`config.mk`:
```
export PLATFORM = sky130hd
export DESIGN_NAME = regstore
export DESIGN_NICKNAME = d
export VERILOG_FILES = /design/src/rtl/regstore.sv
export SDC_FILE = /design/constraint.sdc
export NUM_CORES = 1
export LEC_CHECK = 0
export BUFFER_PORTS_ARGS = -buffer_cell sky130_fd_sc_hd__buf_2
export CORE_AREA = 2 2 434 436
export DETAILED_ROUTE_END_ITERATION = 12
export DIE_AREA = 0 0 436 438
export GPL_TIMING_DRIVEN = 0
export SKIP_CTS_REPAIR_TIMING = 1
export SLEW_MARGIN = 20
export SYNTH_ARGS = -nofsm -noshare
export SYNTH_HDL_FRONTEND = slang
export SYNTH_SLANG_ARGS = --single-unit
```
`constraint.sdc`:
```
create_clock -name clk -period 1.41 [get_ports clk]
set_input_delay 0.0705 -clock clk [delete_from_list [all_inputs] [get_ports clk]]
set_output_delay 0.0705 -clock clk [all_outputs]
set_load 0.01 [all_outputs]
```
`src/rtl/regstore.sv`:
```
// 32 x 32-bit architectural register file with a hardwired-zero register 31 and a busy scoreboard.
// Optional REGSTORE_BYPASS_EN suppresses hazards that the same-cycle write-back will resolve.
module regstore (
    input  logic        clk,
    input  logic        reset_n,
    input  logic        wr_en,
    input  logic [4:0]  wr_sel,
    input  logic [31:0] wr_data,
    input  logic        iss_en,
    input  logic [4:0]  iss_sel,
    input  logic [4:0]  rd_sel_a,
    input  logic [4:0]  rd_sel_b,
    output logic [31:0] regs [31:0],
    output logic [31:0] busy,
    output logic        hazard_a,
    output logic        hazard_b
);

    logic [30:0] w_wr_dec;
    logic [30:0] w_iss_dec;
    logic        w_byp_a;
    logic        w_byp_b;

    // Decoders cover 0..30 only, so a select of 31 enables nothing.
    always_comb begin
        w_wr_dec  = '0;
        w_iss_dec = '0;
        for (int i = 0; i < 31; i++) begin
            w_wr_dec[i]  = wr_en  && (wr_sel  == 5'(i));
            w_iss_dec[i] = iss_en && (iss_sel == 5'(i));
        end
    end

    genvar gi;
    generate
        for (gi = 0; gi < 31; gi++) begin : g_reg
            logic [31:0] r_data;
            logic        r_busy;

            // An issue on the same edge as a write-back wins: the new producer owns the register.
            always_ff @(posedge clk or negedge reset_n) begin
                if (!reset_n) begin
                    r_data <= '0;
                    r_busy <= 1'b0;
                end else begin
                    if (w_wr_dec[gi]) begin
                        r_data <= wr_data;
                    end
                    if (w_iss_dec[gi]) begin
                        r_busy <= 1'b1;
                    end else if (w_wr_dec[gi]) begin
                        r_busy <= 1'b0;
                    end
                end
            end

            assign regs[gi] = r_data;
            assign busy[gi] = r_busy;
        end
    endgenerate

    assign regs[31] = '0;
    assign busy[31] = 1'b0;

`ifdef REGSTORE_BYPASS_EN
    assign w_byp_a = wr_en && (wr_sel == rd_sel_a) && !(iss_en && (iss_sel == rd_sel_a));
    assign w_byp_b = wr_en && (wr_sel == rd_sel_b) && !(iss_en && (iss_sel == rd_sel_b));
`else
    assign w_byp_a = 1'b0;
    assign w_byp_b = 1'b0;
`endif

    assign hazard_a = busy[rd_sel_a] && !w_byp_a;
    assign hazard_b = busy[rd_sel_b] && !w_byp_b;

endmodule

```
[Yosys cells after proc, flatten, opt, wreduce, memory -nomap -nowiden]
Index checks and enable logic that the tools add are counted.
Operators by class
  mux-type cells: 66
  eq/ne operators: 60
  order comparisons: 2
  div/mod/pow operators: 0
  multiply operators: 0
  reductions and logical operators: 95
  bitwise logic cells: 0
  $add $sub $neg: 0
  shift-type cells: 0
Operators by type and width (count)
  $eq A5 B5 Y1 const B: 30
  $eq A5 B4 Y1 const B: 16
  $mux W1: 64
  $logic_and A1 B1 Y1: 62
  $reduce_bool A2 Y1: 31
  $eq A5 B3 Y1 const B: 8
  $eq A5 B2 Y1 const B: 4
  $lt A5 B6 Y1 const B: 2
  $bmux W1 S5: 2
  $eq A5 B1 Y1 const B: 2
  $logic_not A5 Y1: 2
Storage, ports and cells
  memories: 0
  output and inout port bits: 1058
  ROM bits: 0
  memory bits (writable): 0
  latch bits: 0
  bits of input ports: 56
  register bits after elaboration: 1023

[Depth between registers and ports, before layout]
  depth after elaboration: 4
  mapped depth: 8

[Least setup slack after synthesis]
OpenSTA, ideal clock, no wires.
  path type: input -> register
  start point: input port wr_sel[1]
  end point: register g_reg[17].r_data[10]
  library setup time: 0.125 ns
  setup slack: -0.271 ns
  data arrival time: 1.556 ns
  stages on the path: 8
  data required time: 1.285 ns
  path through: buf_6 -> nand2b_4 -> or2_1 -> buf_2 -> or3_1 -> buf_6 -> buf_6 -> mux2_4
Between the ends
  longest elaborated chain between the ends: 2
Ends and longest elaborated chain
  start: declaration: line 7  | input logic [4:0] wr_sel,
  $eq A5 B5 Y1: line 29  | w_wr_dec[i] = wr_en && (wr_sel == 5'(i));
  $logic_and A1 B1 Y1: line 29
  end signal: assignment: line 47  | r_data <= wr_data;
  end: declaration: line 37  | logic [31:0] r_data;
Every way passes these cells.
A chain may end at the register's enable or synchronous reset.

[Worst setup path after layout]
  start point: register g_reg[9].r_busy
  end point: output port hazard_b
Between the ends
  longest elaborated chain between the ends: 2
Ends and longest elaborated chain
  start: declaration: line 38  | logic r_busy;
  start signal: assignment: line 44  | r_busy <= 1'b0;
  start signal: assignment: line 50  | r_busy <= 1'b1;
  start signal: assignment: line 52  | r_busy <= 1'b0;
  $bmux W1 S5: line 74  | assign hazard_b = busy[rd_sel_b] && !w_byp_b;
  $mux W1 (not written as such): line 74
  end: declaration: line 16  | output logic hazard_b
Every way passes these cells. The select of a mux whose other input is x is not followed.

==> summary.md <==
Tightest hold margin: -0.7126 ns. The die boundary width was 436 µm. The largest individual stage delay along the critical path comes from the cell sky130_fd_sc_hd__mux4_2. The setup violation total in the final timing report is 453, and the area growth from synthesis to final layout is 43.78%. Setup repair after global routing could not meet its margin everywhere. Timing would allow up to 403.2 MHz. Cell internal power was estimated by the tool at 65.88 mW. The count of buffers added on input and output ports is 1073.

The most used flip-flop cell after synthesis is sky130_fd_sc_hd__dfrtp_1. The final critical path time including I/O delays and setup is 2.480 ns, and the total of fill cells in the finished design is 18870. The number of flip-flops and latches in the synthesized netlist came out at 1023.

For this block, the initial DRC count from the detailed router was 1403. The share of async-settable or async-resettable flops after synthesis is 100.0%, and the number of global-route vias before repair is 26480. At the pin with the least slew margin, the transition time is 1.085 ns.

The worst hold path belongs to the class input port to asynchronous set/reset pin. Overall power consumption after layout is estimated at 93.21 mW. The initial antenna violation count was 30. The congestion estimate from routability-driven global placement came to 0.8672. The cell sitting at the root of the clock tree is a sky130_fd_sc_hd__clkbuf_16. The required time reported for the critical path endpoint is 1.34 ns, and the total track usage is 17.27%. For the antenna violation net count after detailed routing, the log shows 0. For the overall overflow remaining after global route, the log shows 0. In this run the deepest clock path goes through 3 buffers. The final hold violation count was 333.

CTS saw 1023 sinks. The longest individual stage delay on the worst path works out to 0.46 ns. The worst setup slack after layout was -1.070 ns; the worst IR drop on VDD was 1043 µV. In this run the power spent charging and discharging nets is 27.33 mW. The tools report the deepest level of the CTS H-tree as 3. After detailed routing, the number of remaining DRC violations is 0. The sequential fraction of design power is 41.6%. Summing over every cut layer, the via total after detailed routing is 26910.

Type of element capturing the critical path: an output pin. The Yosys step of the flow raised 0 warnings. The critical path goes through mux4_2 -> mux2_2 -> nand3b_1 -> nand4_1 -> buf_4. The wire length per cell after detailed routing was 27.10 µm.

The average via count per standard cell was 4.176; the portion of total power attributed to the clock network was 33.2%. The power per standard cell area works out to 1635 nW/µm². For met3 alone, demand over resource in global routing was 4.165%. The floorplan step defined a die boundary enclosing 191000 µm². After clock tree synthesis, the clock-pin slew on the worst setup and hold paths is 0.07 ns. Of the total power, the share spent switching nets is 29.32%. Standard cell core area: 186600 µm². The initialized floorplan defines 159 standard-cell rows. Routed wire length: 174600 µm. For the final database, setup skew stands at 0 ns. Before CTS, the worst setup slack after placement is -1.578 ns. The first global-routing pass estimated 227600 µm of wire. For the worst setup path, the data arrival time is 2.41 ns. Synthesis produced a netlist whose cell count is 2464. The layout net count is 3899, and the initial core utilization is 21.25%. For met1 alone, demand over resource in global routing was 20.31%. The synthesized design contains 0 enable-type register cells. Entering global routing, the biggest net connects 137 pins.

The checks that failed: hold timing, setup timing. Before antenna repair, the detailed router went through 5 iterations. The met2 usage was 30.14%. For this run, the number of standard cells in the final layout without fillers is 6445. The tools report the max-cap check violation count as 0. The top fanout value on the critical path is 4, and the estimated wirelength of the detail-placed design is 130900 µm. The mapped netlist covers 39650 µm².

The portion of the clock cycle consumed by the worst path in the final layout is 175.9%, and the mean instance size in the synthesized netlist is 16.09 µm². Sequential cells were found to cover 64.57% of the synthesized design area. The worst pin sits at a relative slew slack of 27.69%.

TritonCTS built the clock tree. The peak-usage layer in the global routing report is met2. Combinational logic burns 25.2% of the power. The count of pins over their slew limit is 0. For this design the static power due to leakage is 27.98 nW. The setup path with the least slack is of type flip-flop to output pin.

The number of placed I/O pins came out at 1114. Clock network latency to the later pin of the worst-skew pair: 0.74 ns. The vertical die dimension was 438 µm; the instance count after placement with tap cells included was 6078. The run finished, with violations left. Critical path launch point type: a flip-flop. The number of distinct library cell variants in the gate-level netlist after synthesis came out at 38. In the final layout, the share of cells above drive strength 1 is 66.35%. TritonCTS created 111 clock buffers.
## state kept, by name, indices dropped and copies added (netlist names)
name,flops
g.r_data,992
g.r_busy,31
## critical path: cells and delay by family, from the launching register on
kind                   cells  cell delay [ns]
multiplexers               2             0.75
AND/OR/NAND/NOR            2             0.26
buffers and inverters      1             0.21
flip-flops                 1             0.44
## layout by cell type (no fill, tap or decap), types with 31 or more instances in the layout
cell type and n:
sky130_fd_sc_hd__dlygate4sd3_1 42, sky130_fd_sc_hd__clkbuf_8 31, sky130_fd_sc_hd__buf_2 697, sky130_fd_sc_hd__buf_4 164
sky130_fd_sc_hd__mux2_4 59, sky130_fd_sc_hd__dfrtp_1 1000, sky130_fd_sc_hd__clkbuf_1 117, sky130_fd_sc_hd__clkbuf_16 117
sky130_fd_sc_hd__buf_6 459, sky130_fd_sc_hd__conb_1 33, sky130_fd_sc_hd__mux2_2 935
## per-stage QoR
stage | setup TNS, ns | area (µm²) | utilization, %
after floorplan | -62.17 | 39870 | -
after global placement | - | 48360 | 25.92
after detailed placement | -1420.20 | 48740 | 26.12
after CTS | -303.38 | 52600 | 28.19
after global routing | -177.13 | 56970 | 30.53
final | -153.59 | 57000 | 30.55
## power groups by stage
| stage | Sequential, mW | Clock, mW | Combinational [mW] |
|---|---|---|---|
| after floorplan | 41.1 | 0 | 6.43 |
| after global placement | 38.5 | 0 | 19.3 |
| after detailed placement | 38.6 | 0 | 19.8 |
| after CTS | 38.1 | 31.7 | 19.8 |
| after global routing | 39.4 | 32.8 | 24.7 |
| final | 38.8 | 30.9 | 23.5 |
## final cells by class
| type | instances | area (µm²) | area share (%) |
|---|---|---|---|
| Sequential cell | 1023 | 25630 | 44.96 |
| Multi-Input combinational cell | 1194 | 12920 | 22.67 |
| Tap cell | 2495 | 3122 | 5.477 |
| Clock inverter | 33 | 520.5 | 0.9131 |
| Inverter | 6 | 22.52 | 0.03951 |
| Antenna cell | 15 | 37.54 | 0.06585 |
| Clock buffer | 172 | 3338 | 5.856 |
| Buffer | 261 | 1528 | 2.680 |
| Timing Repair Buffer | 1246 | 9879 | 17.33 |
## final timing paths
check                                                        end  slack [ns]  depth (start not counted)                       startpoint
max in group asynchronous       g_reg[29].r_data[18]$_DFFE_PN0P_        0.29                          4                          reset_n
worst min-delay path             g_reg[5].r_data[20]$_DFFE_PN0P_       -0.71                          1                          reset_n
min in group clk                g_reg[30].r_data[14]$_DFFE_PN0P_       -0.04                          2                      wr_data[14]
worst max-delay path                                    hazard_b       -1.07                          5      g_reg[9].r_busy$_DFFE_PN0P_
worst max register to register    g_reg[9].r_data[2]$_DFFE_PN0P_        0.43                          2   g_reg[9].r_data[2]$_DFFE_PN0P_
worst min register to register   g_reg[9].r_data[23]$_DFFE_PN0P_        0.50                          1  g_reg[9].r_data[23]$_DFFE_PN0P_
## cell usage after synthesis, types with 7 or more instances
library cell / n / area [µm²]
sky130_fd_sc_hd__dfrtp_1: 1023 / 25600
sky130_fd_sc_hd__mux2_2: 936 / 10540
sky130_fd_sc_hd__clkbuf_1: 108 / 405.4
sky130_fd_sc_hd__buf_2: 72 / 360.4
sky130_fd_sc_hd__buf_4: 64 / 480.5
sky130_fd_sc_hd__mux2_4: 58 / 870.8
sky130_fd_sc_hd__o21ai_0: 21 / 105.1
sky130_fd_sc_hd__nand2_1: 20 / 75.07
sky130_fd_sc_hd__buf_1: 19 / 71.32
sky130_fd_sc_hd__nor2_1: 19 / 71.32
sky130_fd_sc_hd__mux2i_1: 16 / 160.2
sky130_fd_sc_hd__a22o_1: 12 / 105.1
sky130_fd_sc_hd__buf_6: 10 / 112.6
sky130_fd_sc_hd__nand2b_1: 9 / 56.30
sky130_fd_sc_hd__nor2b_1: 8 / 50.05
sky130_fd_sc_hd__mux4_2: 7 / 157.7
sky130_fd_sc_hd__nand3_1: 7 / 35.03
sky130_fd_sc_hd__nor3_1: 7 / 35.03
## kinds of logic (layout without fill, tap and decap cells)
logic type             count (synthesis)  after routing  share of synthesized area (%)
AOI/OAI and AO/OA                     50             50                         0.8616
and+or+nand+nor                       94             94                          1.310
muxes                               1017           1017                          29.58
buffers and inverters                279           1718                          3.664
other                                  1             48                       0.009459
DFF                                 1023           1023                          64.57
## routing by layer
metal,routed length [µm],vias up
li1,-,11320
met1,68080,14270
met2,88260,1025
met3,10960,300
met4,7312,2
met5,11,-
No activity file was read; power rests on OpenSTA's default activity.
